$ cat config.mk
export PLATFORM = sky130hd
export DESIGN_NAME = shift_issue_arb_flat
export DESIGN_NICKNAME = d
export VERILOG_FILES = /design/src/rtl/shift_issue_arb_if.sv /design/src/rtl/shift_issue_arb.sv /design/src/flat_wrapper.sv
export SDC_FILE = /design/constraint.sdc
export NUM_CORES = 1
export LEC_CHECK = 0
export ABC_AREA = 1
export ABC_CLOCK_PERIOD_IN_PS = 2300
export CAP_MARGIN = 20
export CORE_AREA = 4 4 118 120
export DETAILED_ROUTE_END_ITERATION = 8
export DIE_AREA = 0 0 122 124
export GPL_ROUTABILITY_DRIVEN = 0
export PLACE_DENSITY = 0.63
export SETUP_SLACK_MARGIN = 0.3
export SLEW_MARGIN = 25
export SYNTH_ARGS = -nofsm -noshare
export SYNTH_HDL_FRONTEND = slang
export SYNTH_SLANG_ARGS = --single-unit
$ cat constraint.sdc
create_clock -name clock -period 2.3 [get_ports clock]
set_input_delay 0.46 -clock clock [delete_from_list [all_inputs] [get_ports clock]]
set_output_delay 0.46 -clock clock [all_outputs]
set_load 0.01 [all_outputs]
$ cat src/rtl/shift_issue_arb_if.sv
// Handshake and datapath bundle for shift_issue_arb.
//   Req0/Req1 : request valid, opcode, condition LUT, operands in; one-cycle ack out
//   SU        : enable, opcode, cond, operands to the shift unit; result/valid/cond back
//   Output    : buffered valid, data, cond bit, requester ID; Nack in; sticky error out
// modport slave is the arbiter's view, modport master is the surrounding logic's view.
interface shift_issue_arb_if #(
    parameter int unsigned WIDTH_DATA = 32,
    parameter int unsigned WIDTH_OPC  = 4,
    parameter int unsigned WIDTH_LUT  = 8
);
    logic                  I_Req0_Valid;
    logic [WIDTH_OPC-1:0]  I_Req0_Opcode;
    logic [WIDTH_LUT-1:0]  I_Req0_Cond;
    logic [WIDTH_DATA-1:0] I_Req0_A;
    logic [WIDTH_DATA-1:0] I_Req0_B;
    logic                  O_Req0_Ack;

    logic                  I_Req1_Valid;
    logic [WIDTH_OPC-1:0]  I_Req1_Opcode;
    logic [WIDTH_LUT-1:0]  I_Req1_Cond;
    logic [WIDTH_DATA-1:0] I_Req1_A;
    logic [WIDTH_DATA-1:0] I_Req1_B;
    logic                  O_Req1_Ack;

    logic                  O_SU_En;
    logic [WIDTH_OPC-1:0]  O_SU_Opcode;
    logic [WIDTH_LUT-1:0]  O_SU_Cond;
    logic [WIDTH_DATA-1:0] O_SU_A;
    logic [WIDTH_DATA-1:0] O_SU_B;
    logic                  I_SU_Valid;
    logic [WIDTH_DATA-1:0] I_SU_Data;
    logic                  I_SU_CondOut;

    logic                  O_Valid;
    logic [WIDTH_DATA-1:0] O_Data;
    logic                  O_CondOut;
    logic                  O_Id;
    logic                  I_Nack;
    logic                  O_Err;

    modport slave (
        input  I_Req0_Valid, I_Req0_Opcode, I_Req0_Cond, I_Req0_A, I_Req0_B,
        output O_Req0_Ack,
        input  I_Req1_Valid, I_Req1_Opcode, I_Req1_Cond, I_Req1_A, I_Req1_B,
        output O_Req1_Ack,
        output O_SU_En, O_SU_Opcode, O_SU_Cond, O_SU_A, O_SU_B,
        input  I_SU_Valid, I_SU_Data, I_SU_CondOut,
        output O_Valid, O_Data, O_CondOut, O_Id, O_Err,
        input  I_Nack
    );

    modport master (
        output I_Req0_Valid, I_Req0_Opcode, I_Req0_Cond, I_Req0_A, I_Req0_B,
        input  O_Req0_Ack,
        output I_Req1_Valid, I_Req1_Opcode, I_Req1_Cond, I_Req1_A, I_Req1_B,
        input  O_Req1_Ack,
        input  O_SU_En, O_SU_Opcode, O_SU_Cond, O_SU_A, O_SU_B,
        output I_SU_Valid, I_SU_Data, I_SU_CondOut,
        input  O_Valid, O_Data, O_CondOut, O_Id, O_Err,
        output I_Nack
    );
endinterface

$ cat src/rtl/shift_issue_arb.sv
// Round-robin issue arbiter sharing one shift unit between two requesters, with a
// one-entry result buffer and nack-based backpressure.
// Ports:
//   clock, reset : system clock, synchronous active-high reset
//   bus          : shift_issue_arb_if.slave (requests/acks, shift-unit drive and result,
//                  output buffer, nack, sticky error)
// Optional build macro SHIFT_ISSUE_ARB_STATS_EN adds saturating 16-bit counters:
//   O_GrantCnt0/O_GrantCnt1 (grants per requester), O_StallCnt (cycles in stall).
module shift_issue_arb #(
    parameter int unsigned WIDTH_DATA = 32,
    parameter int unsigned WIDTH_OPC  = 4,
    parameter int unsigned WIDTH_LUT  = 8
) (
    input  logic         clock,
    input  logic         reset,
    shift_issue_arb_if.slave bus
`ifdef SHIFT_ISSUE_ARB_STATS_EN
    ,
    output logic [15:0]  O_GrantCnt0,
    output logic [15:0]  O_GrantCnt1,
    output logic [15:0]  O_StallCnt
`endif
);

    typedef enum logic [1:0] {StIdle, StFull, StStall} state_e;

    state_e                state_q, state_d;
    logic                  ptr_q, ptr_d;     // 0: Req0 has priority, 1: Req1
    logic [WIDTH_DATA-1:0] data_q, data_d;
    logic                  cond_q, cond_d;
    logic                  id_q, id_d;
    logic                  err_q, err_d;

    logic buf_valid, drain, can_issue, gnt0, gnt1, issue, load;

    always_comb begin
        buf_valid = (state_q != StIdle);
        drain     = buf_valid & ~bus.I_Nack;
        // Acks are combinational, so they must be masked while reset is asserted.
        can_issue = ~reset & (~buf_valid | drain);
        gnt0      = can_issue & bus.I_Req0_Valid & (~bus.I_Req1_Valid | ~ptr_q);
        gnt1      = can_issue & bus.I_Req1_Valid & (~bus.I_Req0_Valid |  ptr_q);
        issue     = gnt0 | gnt1;
        // An issue the shift unit does not validate is acked but leaves no result.
        load      = issue & bus.I_SU_Valid;
    end

    always_comb begin
        bus.O_Req0_Ack  = gnt0;
        bus.O_Req1_Ack  = gnt1;
        bus.O_SU_En     = issue;
        bus.O_SU_Opcode = '0;
        bus.O_SU_Cond   = '0;
        bus.O_SU_A      = '0;
        bus.O_SU_B      = '0;
        if (gnt0) begin
            bus.O_SU_Opcode = bus.I_Req0_Opcode;
            bus.O_SU_Cond   = bus.I_Req0_Cond;
            bus.O_SU_A      = bus.I_Req0_A;
            bus.O_SU_B      = bus.I_Req0_B;
        end else if (gnt1) begin
            bus.O_SU_Opcode = bus.I_Req1_Opcode;
            bus.O_SU_Cond   = bus.I_Req1_Cond;
            bus.O_SU_A      = bus.I_Req1_A;
            bus.O_SU_B      = bus.I_Req1_B;
        end
    end

    always_comb begin
        state_d = state_q;
        ptr_d   = ptr_q;
        data_d  = data_q;
        cond_d  = cond_q;
        id_d    = id_q;
        err_d   = err_q | (issue & ~bus.I_SU_Valid);

        // Pointer always moves past whoever won.
        if (gnt0) begin
            ptr_d = 1'b1;
        end else if (gnt1) begin
            ptr_d = 1'b0;
        end

        if (load) begin
            data_d = bus.I_SU_Data;
            cond_d = bus.I_SU_CondOut;
            id_d   = gnt1;
        end

        unique case (state_q)
            StIdle: begin
                if (load) state_d = StFull;
            end
            StFull, StStall: begin
                if (load) begin
                    state_d = StFull;
                end else if (drain) begin
                    state_d = StIdle;
                end else begin
                    state_d = StStall;
                end
            end
            default: state_d = StIdle;
        endcase
    end

    always_ff @(posedge clock) begin
        if (reset) begin
            state_q <= StIdle;
            ptr_q   <= 1'b0;
            data_q  <= '0;
            cond_q  <= 1'b0;
            id_q    <= 1'b0;
            err_q   <= 1'b0;
        end else begin
            state_q <= state_d;
            ptr_q   <= ptr_d;
            data_q  <= data_d;
            cond_q  <= cond_d;
            id_q    <= id_d;
            err_q   <= err_d;
        end
    end

    assign bus.O_Valid   = buf_valid;
    assign bus.O_Data    = data_q;
    assign bus.O_CondOut = cond_q;
    assign bus.O_Id      = id_q;
    assign bus.O_Err     = err_q;

`ifdef SHIFT_ISSUE_ARB_STATS_EN
    logic [15:0] gcnt0_q, gcnt0_d, gcnt1_q, gcnt1_d, scnt_q, scnt_d;

    always_comb begin
        gcnt0_d = gcnt0_q;
        gcnt1_d = gcnt1_q;
        scnt_d  = scnt_q;
        if (gnt0 && gcnt0_q != 16'hFFFF) gcnt0_d = gcnt0_q + 16'd1;
        if (gnt1 && gcnt1_q != 16'hFFFF) gcnt1_d = gcnt1_q + 16'd1;
        if (state_q == StStall && scnt_q != 16'hFFFF) scnt_d = scnt_q + 16'd1;
    end

    always_ff @(posedge clock) begin
        if (reset) begin
            gcnt0_q <= '0;
            gcnt1_q <= '0;
            scnt_q  <= '0;
        end else begin
            gcnt0_q <= gcnt0_d;
            gcnt1_q <= gcnt1_d;
            scnt_q  <= scnt_d;
        end
    end

    assign O_GrantCnt0 = gcnt0_q;
    assign O_GrantCnt1 = gcnt1_q;
    assign O_StallCnt  = scnt_q;
`endif

endmodule

$ cat src/flat_wrapper.sv
// flat-port wrapper written by rule: the top's interface ports become plain ports
module shift_issue_arb_flat 
#(
    parameter int unsigned WIDTH_DATA = 32,
    parameter int unsigned WIDTH_OPC  = 4,
    parameter int unsigned WIDTH_LUT  = 8
)
  (clock, reset, bus_I_Req0_Valid, bus_I_Req0_Opcode, bus_I_Req0_Cond, bus_I_Req0_A, bus_I_Req0_B, bus_O_Req0_Ack, bus_I_Req1_Valid, bus_I_Req1_Opcode, bus_I_Req1_Cond, bus_I_Req1_A, bus_I_Req1_B, bus_O_Req1_Ack, bus_O_SU_En, bus_O_SU_Opcode, bus_O_SU_Cond, bus_O_SU_A, bus_O_SU_B, bus_I_SU_Valid, bus_I_SU_Data, bus_I_SU_CondOut, bus_O_Valid, bus_O_Data, bus_O_CondOut, bus_O_Id, bus_O_Err, bus_I_Nack);
  shift_issue_arb_if #(.WIDTH_DATA(WIDTH_DATA), .WIDTH_OPC(WIDTH_OPC), .WIDTH_LUT(WIDTH_LUT)) bus_i ();
  input  logic clock;
  input  logic reset;
  input wire logic [$bits(bus_i.I_Req0_Valid)-1:0] bus_I_Req0_Valid;
  input wire logic [$bits(bus_i.I_Req0_Opcode)-1:0] bus_I_Req0_Opcode;
  input wire logic [$bits(bus_i.I_Req0_Cond)-1:0] bus_I_Req0_Cond;
  input wire logic [$bits(bus_i.I_Req0_A)-1:0] bus_I_Req0_A;
  input wire logic [$bits(bus_i.I_Req0_B)-1:0] bus_I_Req0_B;
  output wire logic [$bits(bus_i.O_Req0_Ack)-1:0] bus_O_Req0_Ack;
  input wire logic [$bits(bus_i.I_Req1_Valid)-1:0] bus_I_Req1_Valid;
  input wire logic [$bits(bus_i.I_Req1_Opcode)-1:0] bus_I_Req1_Opcode;
  input wire logic [$bits(bus_i.I_Req1_Cond)-1:0] bus_I_Req1_Cond;
  input wire logic [$bits(bus_i.I_Req1_A)-1:0] bus_I_Req1_A;
  input wire logic [$bits(bus_i.I_Req1_B)-1:0] bus_I_Req1_B;
  output wire logic [$bits(bus_i.O_Req1_Ack)-1:0] bus_O_Req1_Ack;
  output wire logic [$bits(bus_i.O_SU_En)-1:0] bus_O_SU_En;
  output wire logic [$bits(bus_i.O_SU_Opcode)-1:0] bus_O_SU_Opcode;
  output wire logic [$bits(bus_i.O_SU_Cond)-1:0] bus_O_SU_Cond;
  output wire logic [$bits(bus_i.O_SU_A)-1:0] bus_O_SU_A;
  output wire logic [$bits(bus_i.O_SU_B)-1:0] bus_O_SU_B;
  input wire logic [$bits(bus_i.I_SU_Valid)-1:0] bus_I_SU_Valid;
  input wire logic [$bits(bus_i.I_SU_Data)-1:0] bus_I_SU_Data;
  input wire logic [$bits(bus_i.I_SU_CondOut)-1:0] bus_I_SU_CondOut;
  output wire logic [$bits(bus_i.O_Valid)-1:0] bus_O_Valid;
  output wire logic [$bits(bus_i.O_Data)-1:0] bus_O_Data;
  output wire logic [$bits(bus_i.O_CondOut)-1:0] bus_O_CondOut;
  output wire logic [$bits(bus_i.O_Id)-1:0] bus_O_Id;
  output wire logic [$bits(bus_i.O_Err)-1:0] bus_O_Err;
  input wire logic [$bits(bus_i.I_Nack)-1:0] bus_I_Nack;
  assign bus_i.I_Req0_Valid = bus_I_Req0_Valid;
  assign bus_i.I_Req0_Opcode = bus_I_Req0_Opcode;
  assign bus_i.I_Req0_Cond = bus_I_Req0_Cond;
  assign bus_i.I_Req0_A = bus_I_Req0_A;
  assign bus_i.I_Req0_B = bus_I_Req0_B;
  assign bus_O_Req0_Ack = bus_i.O_Req0_Ack;
  assign bus_i.I_Req1_Valid = bus_I_Req1_Valid;
  assign bus_i.I_Req1_Opcode = bus_I_Req1_Opcode;
  assign bus_i.I_Req1_Cond = bus_I_Req1_Cond;
  assign bus_i.I_Req1_A = bus_I_Req1_A;
  assign bus_i.I_Req1_B = bus_I_Req1_B;
  assign bus_O_Req1_Ack = bus_i.O_Req1_Ack;
  assign bus_O_SU_En = bus_i.O_SU_En;
  assign bus_O_SU_Opcode = bus_i.O_SU_Opcode;
  assign bus_O_SU_Cond = bus_i.O_SU_Cond;
  assign bus_O_SU_A = bus_i.O_SU_A;
  assign bus_O_SU_B = bus_i.O_SU_B;
  assign bus_i.I_SU_Valid = bus_I_SU_Valid;
  assign bus_i.I_SU_Data = bus_I_SU_Data;
  assign bus_i.I_SU_CondOut = bus_I_SU_CondOut;
  assign bus_O_Valid = bus_i.O_Valid;
  assign bus_O_Data = bus_i.O_Data;
  assign bus_O_CondOut = bus_i.O_CondOut;
  assign bus_O_Id = bus_i.O_Id;
  assign bus_O_Err = bus_i.O_Err;
  assign bus_i.I_Nack = bus_I_Nack;
  shift_issue_arb #(.WIDTH_DATA(WIDTH_DATA), .WIDTH_OPC(WIDTH_OPC), .WIDTH_LUT(WIDTH_LUT)) u_core (.clock(clock), .reset(reset), .bus(bus_i));
endmodule
==> results of run 1 <==
-- cells by family (layout without fill, tap and decap cells) --
kind of cell	count (synthesis)	count (layout)	share of synthesized area [%]
compound gates	114	114	34.0
fa+ha+maj	2	2	0.982
buf+inv	76	413	14.4
flops	38	38	29.8
simple gates	122	122	20.8
-- tightest hold or removal path, stage by stage (launching register included) --
cell     delay [ps]
dfxtp_1         310
nand3_1          70
nand2_1          40
-- cell usage after synthesis (all sizes together) --
cell     n  area share, %
a22o    75             26
nand2   49            7.6
inv     41            6.0
dfxtp   38             30
nor2    37            6.0
a21oi   36            7.5
nand3   35            6.9
buf     21            6.3
clkbuf  14            2.1
ha       2           0.98
o22ai    2           0.49
and3     1           0.25
o21ai    1           0.20
-- how the worst min path moves through the flow --
stage | depth (start not counted) | start | slack (ps) | to
3_5_place_dp | 2 | u_core.bus.O_Id | 470 | u_core.bus.O_Id
3_3_place_gp | 2 | u_core.bus.O_Id | 460 | u_core.bus.O_Id
2_1_floorplan | 2 | u_core.ptr_q | 470 | u_core.ptr_q
6_report | 2 | u_core.bus.O_Id | 470 | u_core.bus.O_Id
5_1_grt | 2 | u_core.bus.O_Data[1] | 510 | u_core.bus.O_Data[1]
4_1_cts | 2 | u_core.bus.O_Id | 470 | u_core.bus.O_Id
-- stage by stage --
stage / setup TNS (ps) / std cells / power (W) / setup slack (ps) / hold slack [ps]
floorplan: 0 / 352 / 0.00115 / 382 / 472
finish: -776 / 865 / 0.00262 / -45.2 / 471
CTS: -1850 / 861 / 0.00263 / -58.9 / 473
detailed placement: -35540 / 822 / 0.00189 / -474 / 467
global route: -7080 / 865 / 0.00275 / -143 / 507
global placement: -33780 / 822 / 0.00188 / -467 / 457
-- state kept, by name (all words and copies together) (netlist names) --
| name | count |
|---|---|
| u_core.bus.O_Data | 32 |
| u_core.state_q | 2 |
| u_core.bus.O_CondOut | 1 |
| u_core.bus.O_Err | 1 |
| u_core.bus.O_Id | 1 |
| u_core.ptr_q | 1 |
-- area by class of cell --
class	instances	area (sq um)
inverters	41	156
well taps	176	220
clock buffers	5	125
fillers	1287	6570
repair buffers	365	3680
flip-flops and latches	38	763
clock inverters	2	10.0
multi-input cells	238	1450
-- routing by layer --
layer	global-route usage [%]	wire, um	share of wire (%)	up-vias
li1	-	-	-	1896
met1	21.6	5750	35	1766
met2	34.1	8340	50	175
met3	9.81	1980	12	38
met4	4.76	354	2.1	18
met5	0	97	0.59	-
-- power by group --
part	leakage [nW]	internal, W	switching, W	total, W
combinational	2.56	0.000760	0.000482	0.00124
sequential	0.312	0.000706	0.0000246	0.000730
clock	0.0694	0.000391	0.000258	0.000649
-- timing repair --
item,4_1_cts,5_1_grt
hold buffers,0,0
cloned,7,1
setup buffers,25,3
pin swaps,40,34
setup endpoints to repair,117,83
gates resized for setup,392,10
==> results.ini, run 1 <==
[status]
outcome=finished, violations left
violations=setup timing

[synthesis]
synth_area_per_cell_sq_um=7.24
synth_cell_types=20
synth_seq_cells=38
ys_seq_area_share_pct=29.8
synthCells=352
yosysWarnings=0
postSynthNetCount=545
synthesis.area_sq_um=2550

[grt]
gr-usage-all-layers_pct=19.7
grt_max_degree=72
antenna_found_initial=9
grt_pass1_vias=3902
grt_pass1_wl_mm=22.8
overflow=0

[floorplanning]
die_w_um=122
coreArea_sq_um=13000
die_area_sq_um=15100
rows=42
start_util_pct=19.6
die_h_um=124
ioPinCount=306

[timing]
finalCritPeriodShare_pct=102
period_needed_ps=2350
rsz0062_at_grt=yes
fmax_ghz=0.426
slew_headroom_pct=68.8
finalClockSkew_ps=7.30
setup_ws_ps=-45.2
final-setup-viol-count=42
finalHoldViolations=0
slew_violations=0
worstMarginPinSlew_ps=468

[setup_path]
crit_arrival_ps=1890
critical-path-slowest-cell=dfxtp_2
crit_path_end=bus_O_SU_A[22]
crit_path_end_kind=primary output
crit_fanout=5
worstPathRequired_ps=1840
criticalPathCategory=flop to primary output
r2r_setup_slack_ps=460
worstReg2RegStart=u_core.state_q[1]
critical_path_buf_inv_count=6
crit_chain=inv_2 > ha_4 > inv_4 > nand2_4 > nand2_4 > nor2_4 > buf_12 > buf_6 > buf_6 > a22o_1 > buf_6
cp_num_cells=11
crit_path_frequent_cell=buf_6
r2r_cells=10
slowest_delay_ps=320
critPathTopFamily=buffers and inverters
start_kind=flop
r2r-end=u_core.state_q[1]
crit_path_start=u_core.state_q[1]

[worst_hold_path]
hold_path_class=flop to flop

[power]
leakage_nw=2.94
vdd_ir_drop_max_uv=453
cellPowerDensity_nw_per_um2=409

[route]
routedWlPerCell_um=19.1
dr.first_iter.drc_count=160
drc_errors=0
viasPerCell=4.50
ant_nets=0
wl_mm=16.5
first_pass_iters=5
num_vias=3893

[placement]
port_buffers=305
detailed_place_hpwl_mm=12.6
placement.cell_area_sq_um=5880

[cts]
clk_pin_slew_ps=50
clock_path_buffers=2
cts_buffers=5
cts_tree=built
cts_root_buf=clkbuf_16
cts_sinks=38
clock_latency_ps=280
htree_levels=2

[final_layout]
layout-drive-gt1-share_pct=23.5
layout.nets=882
finish.instance_area_sq_um=6410
final_util_pct=49.4
final_cell_mix=clkdlybuf4s50_1 (220), a22o_1 (74), buf_2 (55), nand2_1 (45), buf_6 (44)
area_delta_synth_final_pct=151
antenna_cells=0
mostFrequentLayoutCell=clkdlybuf4s50_1

[run]
maxCapViolCount=0

No activity file was read; power rests on OpenSTA's default activity.
==> inputs of run 2 (changes only) <==
- ABC_CLOCK_PERIOD_IN_PS: 2300 -> 3040
- CAP_MARGIN: 20 -> 0
- CORE_AREA: 4 4 118 120 -> 4 4 117 119
- DIE_AREA: 0 0 122 124 -> 0 0 121 123
- PLACE_DENSITY: 0.63 -> 0.64
- clock period: 2.3 -> 3.04 ns (I/O delays scaled with it)
==> run 2 against run 1 <==
Effect of this change:
- the run now ends clean
- via count shrank 4.1%
- critical path depth is 3 lower
- worst hold slack improved by 5.1 ps
- register-to-register slack better by 470 ps
- combinational power is 32% lower
- largest power group unchanged
==> results.ini, run 2 (synthesis results as in run 1) <==
[status]
outcome=finished, final reports clean  ; was finished, violations left

[floorplanning]
ioPinCount=306  ; unchanged
die_w_um=121  ; was 122 um
die_area_sq_um=14900  ; was 15100 sq um
coreArea_sq_um=12600  ; was 13000 sq um
start_util_pct=20.3  ; was 19.6%
rows=41  ; was 42
die_h_um=123  ; was 124 um

[grt]
antenna_found_initial=5  ; was 9
use_met3_pct=7.96  ; was 9.81%
grt_pass1_vias=3731  ; was 3902
top_usage_layer=met2  ; unchanged
gr-usage-all-layers_pct=19.6  ; was 19.7%
met2_usage_pct=32.2  ; was 34.1%
overflow=0  ; unchanged
gr-usage-met1_pct=22.9  ; was 21.6%
grt_max_degree=71  ; was 72
grt_pass1_wl_mm=22.4  ; was 22.8 mm

[placement]
port_buffers=305  ; unchanged
detailed_place_hpwl_mm=12.5  ; was 12.6 mm
dp_cells=809  ; was 822
dpl_worst_slack_ps=-67.5  ; was -474 ps

[timing]
setup_ws_ps=327  ; was -45.2 ps
final-setup-viol-count=0  ; was 42
slew_violations=0  ; unchanged
finalClockSkew_ps=6.10  ; was 7.30 ps
worstMarginPinSlew_ps=731  ; was 468 ps
fmax_ghz=0.369
finalCritPeriodShare_pct=89.3
slew_headroom_pct=51.3  ; was 68.8%
period_needed_ps=2710
finalHoldViolations=0  ; unchanged
fin_setup_tns_ps=0  ; was -776 ps
rsz0062_at_grt=yes  ; unchanged

[route]
wl_mm=16.1  ; was 16.5 mm
ant_nets=0  ; unchanged
num_vias=3734  ; was 3893
dr.first_iter.drc_count=167  ; was 160
viasPerCell=4.52  ; was 4.50
routedWlPerCell_um=19.5  ; was 19.1 um
first_pass_iters=5  ; unchanged
drc_errors=0  ; unchanged

[final_layout]
layout-drive-gt1-share_pct=9.51  ; was 23.5%
layout.nets=844  ; was 882
final_cell_mix=clkdlybuf4s50_1 (223), a22o_1 (75), clkdlybuf4s15_1 (46), nand2_1 (45), inv_1 (39)  ; was clkdlybuf4s50_1 (220), a22o_1 (74), buf_2 (55), nand2_1 (45), buf_6 (44)
largest_reg_flops=32  ; unchanged
seq_area_sq_um=761  ; was 763 sq um
nFillCells=1222  ; was 1287
mostFrequentLayoutCell=clkdlybuf4s50_1  ; unchanged
multi_input_area_sq_um=1430  ; was 1450 sq um
area_delta_synth_final_pct=136  ; was 151%
stdcell_count=826  ; was 865

[run]
maxCapViolCount=0  ; unchanged

[power]
p_total_w=0.00192  ; was 0.00262 W
leakage_nw=2.60  ; was 2.94 nW
cellPowerDensity_nw_per_um2=320  ; was 409 nW/um^2
vdd_ir_drop_max_uv=231  ; was 453 uV

[setup_path]
criticalPathCategory=input pin to primary output  ; was flop to primary output
worstPathRequired_ps=2430  ; was 1840 ps
crit_arrival_ps=2110  ; was 1890 ps
worstReg2RegStart=u_core.state_q[1]  ; unchanged
crit_path_end_kind=primary output  ; unchanged
crit_path_start=bus_I_Nack  ; was u_core.state_q[1]
crit_fanout=19  ; was 5
start_kind=input pin  ; was flop
r2r_setup_slack_ps=930  ; was 460 ps

[cts]
htree_levels=2  ; unchanged
clk_pin_slew_ps=60  ; was 50 ps
cts_tree=built  ; unchanged
clock_path_buffers=2  ; unchanged
cts_root_buf=clkbuf_16  ; unchanged
cts_buffers=5  ; unchanged
hold_buffers=0  ; unchanged
cts_sinks=38  ; unchanged
clock_latency_ps=280  ; about the same

[worst_hold_path]
min_from=u_core.bus.O_Data[19]  ; was u_core.bus.O_Id
hold_path_class=flop to flop  ; unchanged

## run 2: path summary, 6_finish.rpt
check	endpoint	depth (start not counted)
setup / recovery	bus_O_SU_A[9]	8
hold / removal	u_core.bus.O_Data[19]	2
setup reg to reg	u_core.bus.O_Data[23]	11
hold reg to reg	u_core.bus.O_Data[19]	2
## run 2: routing by layer
layer | wire length [um] | vias up
li1 | - | 1819
met1 | 6320 | 1706
met2 | 7760 | 169
met3 | 1550 | 32
met4 | 467 | 8
met5 | 41 | -
## run 2: power breakdown
part | total (W) | switching [W] | internal (W) | leakage [nW]
clock | 0.000532 | 0.000207 | 0.000325 | 0.0729
combinational | 0.000839 | 0.000341 | 0.000498 | 2.22
sequential | 0.000553 | 0.0000198 | 0.000534 | 0.312
## run 2: final cells by class
type                       instances  area share [%]
timing repair buffer             327            55.0
multi-input combinational        238            23.7
sequential                        38            12.6
tap                              172            3.57
inverter                          41            2.56
clock buffer                       6            2.31
clock inverter                     2           0.208
antenna                            2          0.0831
## run 2: stage by stage
stage / utilization [%] / area (sq um) / hold WS (ps)
detailed placement: 45.8 / 5760 / 466
CTS: 47.7 / 5990 / 480
finish: 47.9 / 6020 / 476
global placement: 45.8 / 5760 / 460
global route: 47.9 / 6020 / 497
floorplan: - / 2550 / 472
## run 2: what timing repair did
action / 4_1_cts / 5_1_grt
endpoints found under the setup margin: 79 / 72
pin swaps: 3 / 1
setup buffers: 2 / 1
gates resized for setup: 138 / 42
gates cloned: 3 / 1
## run 2: worst max-delay path, cell delays in order
cell and delay [ps]:
clkdlybuf4s50_1 470, nand2_2 80, nand2_4 100, nor2_4 50
buf_12 140, buf_16 160, a22o_1 210, dlygate4sd2_1 290
==> inputs of run 3 (changes only) <==
--- a/config.mk
+++ b/config.mk
@@ -6,10 +6,9 @@
 export NUM_CORES = 1
 export LEC_CHECK = 0
-export ABC_AREA = 1
 export ABC_CLOCK_PERIOD_IN_PS = 3040
-export CAP_MARGIN = 0
-export CORE_AREA = 4 4 117 119
+export CAP_MARGIN = 20
+export CORE_AREA = 4 4 116 118
 export DETAILED_ROUTE_END_ITERATION = 8
-export DIE_AREA = 0 0 121 123
+export DIE_AREA = 0 0 120 122
 export GPL_ROUTABILITY_DRIVEN = 0
 export PLACE_DENSITY = 0.64
==> constraint.sdc (replaced) <==
create_clock -name clock -period 3.04 [get_ports clock]
set_input_delay 0.608 -clock clock [delete_from_list [all_inputs] [get_ports clock]]
set_output_delay 0.608 -clock clock [all_outputs]
set_load 0.1 [all_outputs]
==> run 3 against run 2 <==
Effect of this change:
- clock power is 7.3% lower
- synthesized cell count is 22% lower
- die area is 1.6% lower
- sequential share of layout area is 1.4 points lower
- wire length is 6.1% higher
- register-to-register slack better by 190 ps
==> results.ini, run 3 <==
[status]
outcome=finished, final reports clean  ; unchanged

[placement]
port_buffers=305  ; unchanged
detailed_place_hpwl_mm=13.9  ; was 12.5 mm
dpl_worst_slack_ps=79.5  ; was -67.5 ps

[synthesis]
synthFlopType=dfxtp_1  ; unchanged
synth_seq_cells=38  ; unchanged
yosysWarnings=0  ; unchanged
yosys.cell_count.top_type=a22o_1  ; unchanged
synth_cell_types=27  ; was 20
synth_area_per_cell_sq_um=9.00  ; was 7.24 sq um
ys_seq_area_share_pct=30.7  ; was 29.8%
yosys.area.top_type_share_pct=30.7  ; was 29.8%
yosys.area.top_type=dfxtp_1  ; unchanged
postSynthNetCount=468  ; was 545
synth-edff-count=0  ; unchanged
synth_area_leaders=dfxtp_1 (31%), a22o_1 (27%), o21ai_2 (11%)  ; was dfxtp_1 (30%), a22o_1 (26%), nand2_1 (6.9%)
synthesis.area_sq_um=2470  ; was 2550 sq um
synth.cells.most_frequent=a22o_1 (77), inv_1 (39), dfxtp_1 (38)  ; was a22o_1 (75), nand2_1 (47), inv_1 (40)
synthArstFlopShare_pct=0  ; unchanged
synthCells=275  ; was 352

[grt]
gr-usage-met1_pct=26.5  ; was 22.9%
overflow=0  ; unchanged
grt_pass1_wl_mm=23.7  ; was 22.4 mm
grt_pass1_vias=3581  ; was 3731
grt_max_degree=35  ; was 71
gr-usage-all-layers_pct=21.6  ; was 19.6%
met2_usage_pct=36.2  ; was 32.2%
use_met3_pct=9.66  ; was 7.96%
antenna_found_initial=0  ; was 5
top_usage_layer=met2  ; unchanged

[cts]
cts_sinks=38  ; unchanged
clock_path_buffers=2  ; unchanged
clk_pin_slew_ps=50  ; was 60 ps
htree_levels=2  ; unchanged
clock_latency_ps=270  ; was 280 ps
cts_root_buf=clkbuf_16  ; unchanged
cts_buffers=5  ; unchanged
cts_tree=built  ; unchanged

[route]
first_pass_iters=4  ; was 5
viasPerCell=4.70  ; was 4.52
routedWlPerCell_um=23.1  ; was 19.5 um
num_vias=3488  ; was 3734
dr.first_iter.drc_count=171  ; was 167
ant_nets=0  ; unchanged
wl_mm=17.1  ; was 16.1 mm
drc_errors=0  ; unchanged

[setup_path]
worstReg2RegStart=u_core.state_q[1]  ; unchanged
crit_chain=dlygate4sd2_1 > inv_1 > o2111a_2 > buf_12 > bufbuf_16 > a22o_2 > buf_12  ; was clkdlybuf4s50_1 > nand2_2 > nand2_4 > nor2_4 > buf_12 > buf_16 > a22o_1 > dlygate4sd2_1
r2r_setup_slack_ps=1120  ; was 930 ps
r2r-end=u_core.bus.O_Data[27]  ; was u_core.bus.O_Data[23]
crit_path_end_kind=primary output  ; unchanged
worstPathRequired_ps=2430  ; about the same
start_kind=input pin  ; unchanged
slowest_delay_ps=290  ; was 470 ps
criticalPathCategory=input pin to primary output  ; unchanged
r2r_cells=6  ; was 11
crit_path_frequent_cell=buf_12
crit_arrival_ps=2100  ; was 2110 ps
critical-path-slowest-cell=dlygate4sd2_1  ; was clkdlybuf4s50_1
crit_fanout=16  ; was 19

[timing]
rsz0062_at_grt=no  ; was yes
finalCritPeriodShare_pct=88.9  ; was 89.3%
period_needed_ps=2700  ; was 2710 ps
worstMarginPinSlew_ps=505  ; was 731 ps
final-setup-viol-count=0  ; unchanged
fin_setup_tns_ps=0  ; unchanged
setup_ws_ps=336  ; was 327 ps
finalClockSkew_ps=7.21  ; was 6.10 ps
slew_violations=0  ; unchanged
finalHoldViolations=0  ; unchanged
slew_headroom_pct=66.3  ; was 51.3%
fmax_ghz=0.370  ; was 0.369 GHz

[final_layout]
antenna_cells=0  ; was 2
final_cell_mix=clkdlybuf4s50_1 (186), buf_12 (84), a22o_1 (56), buf_4 (43), inv_1 (39)  ; was clkdlybuf4s50_1 (223), a22o_1 (75), clkdlybuf4s15_1 (46), nand2_1 (45), inv_1 (39)
seq_area_sq_um=761  ; unchanged
multi_input_area_sq_um=1520  ; was 1430 sq um
nFillCells=1062  ; was 1222
largest_reg_flops=32  ; unchanged
area_delta_synth_final_pct=174  ; was 136%
layout-drive-gt1-share_pct=34.6  ; was 9.51%
layout.nets=763  ; was 844
mostFrequentLayoutCell=clkdlybuf4s50_1  ; unchanged

[floorplanning]
die_area_sq_um=14600  ; was 14900 sq um
die_w_um=120  ; was 121 um
ioPinCount=306  ; unchanged
coreArea_sq_um=12500  ; was 12600 sq um
die_h_um=122  ; was 123 um
rows=41  ; unchanged
start_util_pct=19.9  ; was 20.3%

[power]
p_int_w=0.00155  ; was 0.00136 W
p_switching_w=0.00141  ; was 0.000568 W
leakage_nw=2.87  ; was 2.60 nW
cellPowerDensity_nw_per_um2=437  ; was 320 nW/um^2
clkPwrFrac_pct=16.7  ; was 27.6%
combinationalPowerShare_pct=64.6  ; was 43.6%
vdd_ir_drop_max_uv=331  ; was 231 uV
pwr-share-seq_pct=18.7  ; was 28.8%
swShare_pct=47.6  ; was 29.5%

[worst_hold_path]
holdPathStages=1  ; was 2
hold_path_class=flop to flop  ; unchanged
min_to=u_core.bus.O_Err  ; was u_core.bus.O_Data[19]
min_from=u_core.bus.O_Err  ; was u_core.bus.O_Data[19]

[run]
maxCapViolCount=0  ; unchanged

==> run 3: changes by cell type after synthesis, sizes merged, moves of 4 or more <==
cell | before | now
nand2 | 49 | 3
a21oi | 36 | 0
nand3 | 35 | 0
nor2 | 37 | 2
o21ai | 1 | 35
o211ai | 0 | 33
clkbuf | 14 | 10
==> run 3: cell type report <==
type | count | share of cell area (%)
Timing Repair Buffer | 321 | 59.0
Inverter | 39 | 2.16
Multi-Input combinational cell | 165 | 22.4
Tap cell | 172 | 3.17
Clock buffer | 6 | 1.90
Sequential cell | 38 | 11.2
Clock inverter | 1 | 0.111
==> run 3: kinds of logic after synthesis <==
| logic type | count (synthesis) | synth area share, % |
|---|---|---|
| simple gates | 14 | 3.39 |
| compound gates | 149 | 50.6 |
| flops | 38 | 30.7 |
| fa+ha+maj | 2 | 1.01 |
| buf+inv | 72 | 14.3 |
==> run 3: how the worst max path moves through the flow <==
| stage | from | end |
|---|---|---|
| finish | bus_I_Req0_Valid | bus_O_SU_B[28] |
| global route | u_core.state_q[0] | bus_O_SU_B[30] |
| global placement | bus_I_Req1_Valid | bus_O_SU_B[9] |
| CTS | bus_I_Req0_Valid | bus_O_SU_B[30] |
| detailed placement | bus_I_Req1_Valid | bus_O_SU_B[4] |
| floorplan | bus_I_Nack | bus_O_SU_En |
==> run 3: per-stage QoR <==
| step | utilization (%) | total power [W] | hold WS, ps | area, sq um | std cells |
|---|---|---|---|---|---|
| after floorplan | - | 0.00164 | 445 | 2490 | 275 |
| after global placement | 51.1 | 0.00241 | 471 | 6370 | 729 |
| after detailed placement | 51.1 | 0.00242 | 485 | 6370 | 729 |
| after CTS | 54.2 | 0.00297 | 497 | 6750 | 741 |
| after global routing | 54.4 | 0.00305 | 506 | 6780 | 742 |
| final | 54.4 | 0.00296 | 493 | 6780 | 742 |
==> run 3: metal layers <==
metal  share of wire (%)  vias up
met5                   0        -
met4                0.44        0
met3                  12        8
met2                  48      183
met1                  40     1668
li1                    -     1629
==> run 3: critical path: cells and delay by family <==
| family | cells | cell delay (ps) |
|---|---|---|
| AO/OA/AOI/OAI | 2 | 520 |
| buffers and inverters | 5 | 960 |
==> run 3: power groups by stage <==
| stage | combinational [W] | clock [W] | sequential, W |
|---|---|---|---|
| floorplan | 0.000850 | 0 | 0.000792 |
| global placement | 0.00184 | 0 | 0.000563 |
| global route | 0.00196 | 0.000528 | 0.000559 |
| finish | 0.00191 | 0.000493 | 0.000555 |
| CTS | 0.00191 | 0.000506 | 0.000555 |
| detailed placement | 0.00185 | 0 | 0.000565 |
==> run 3: what timing repair did <==
item,4_1_cts,5_1_grt
setup buffers,2,1
pin swaps,1,0
hold buffers,0,0
gates resized for setup,35,2
endpoints found under the setup margin,76,14
cloned,3,0
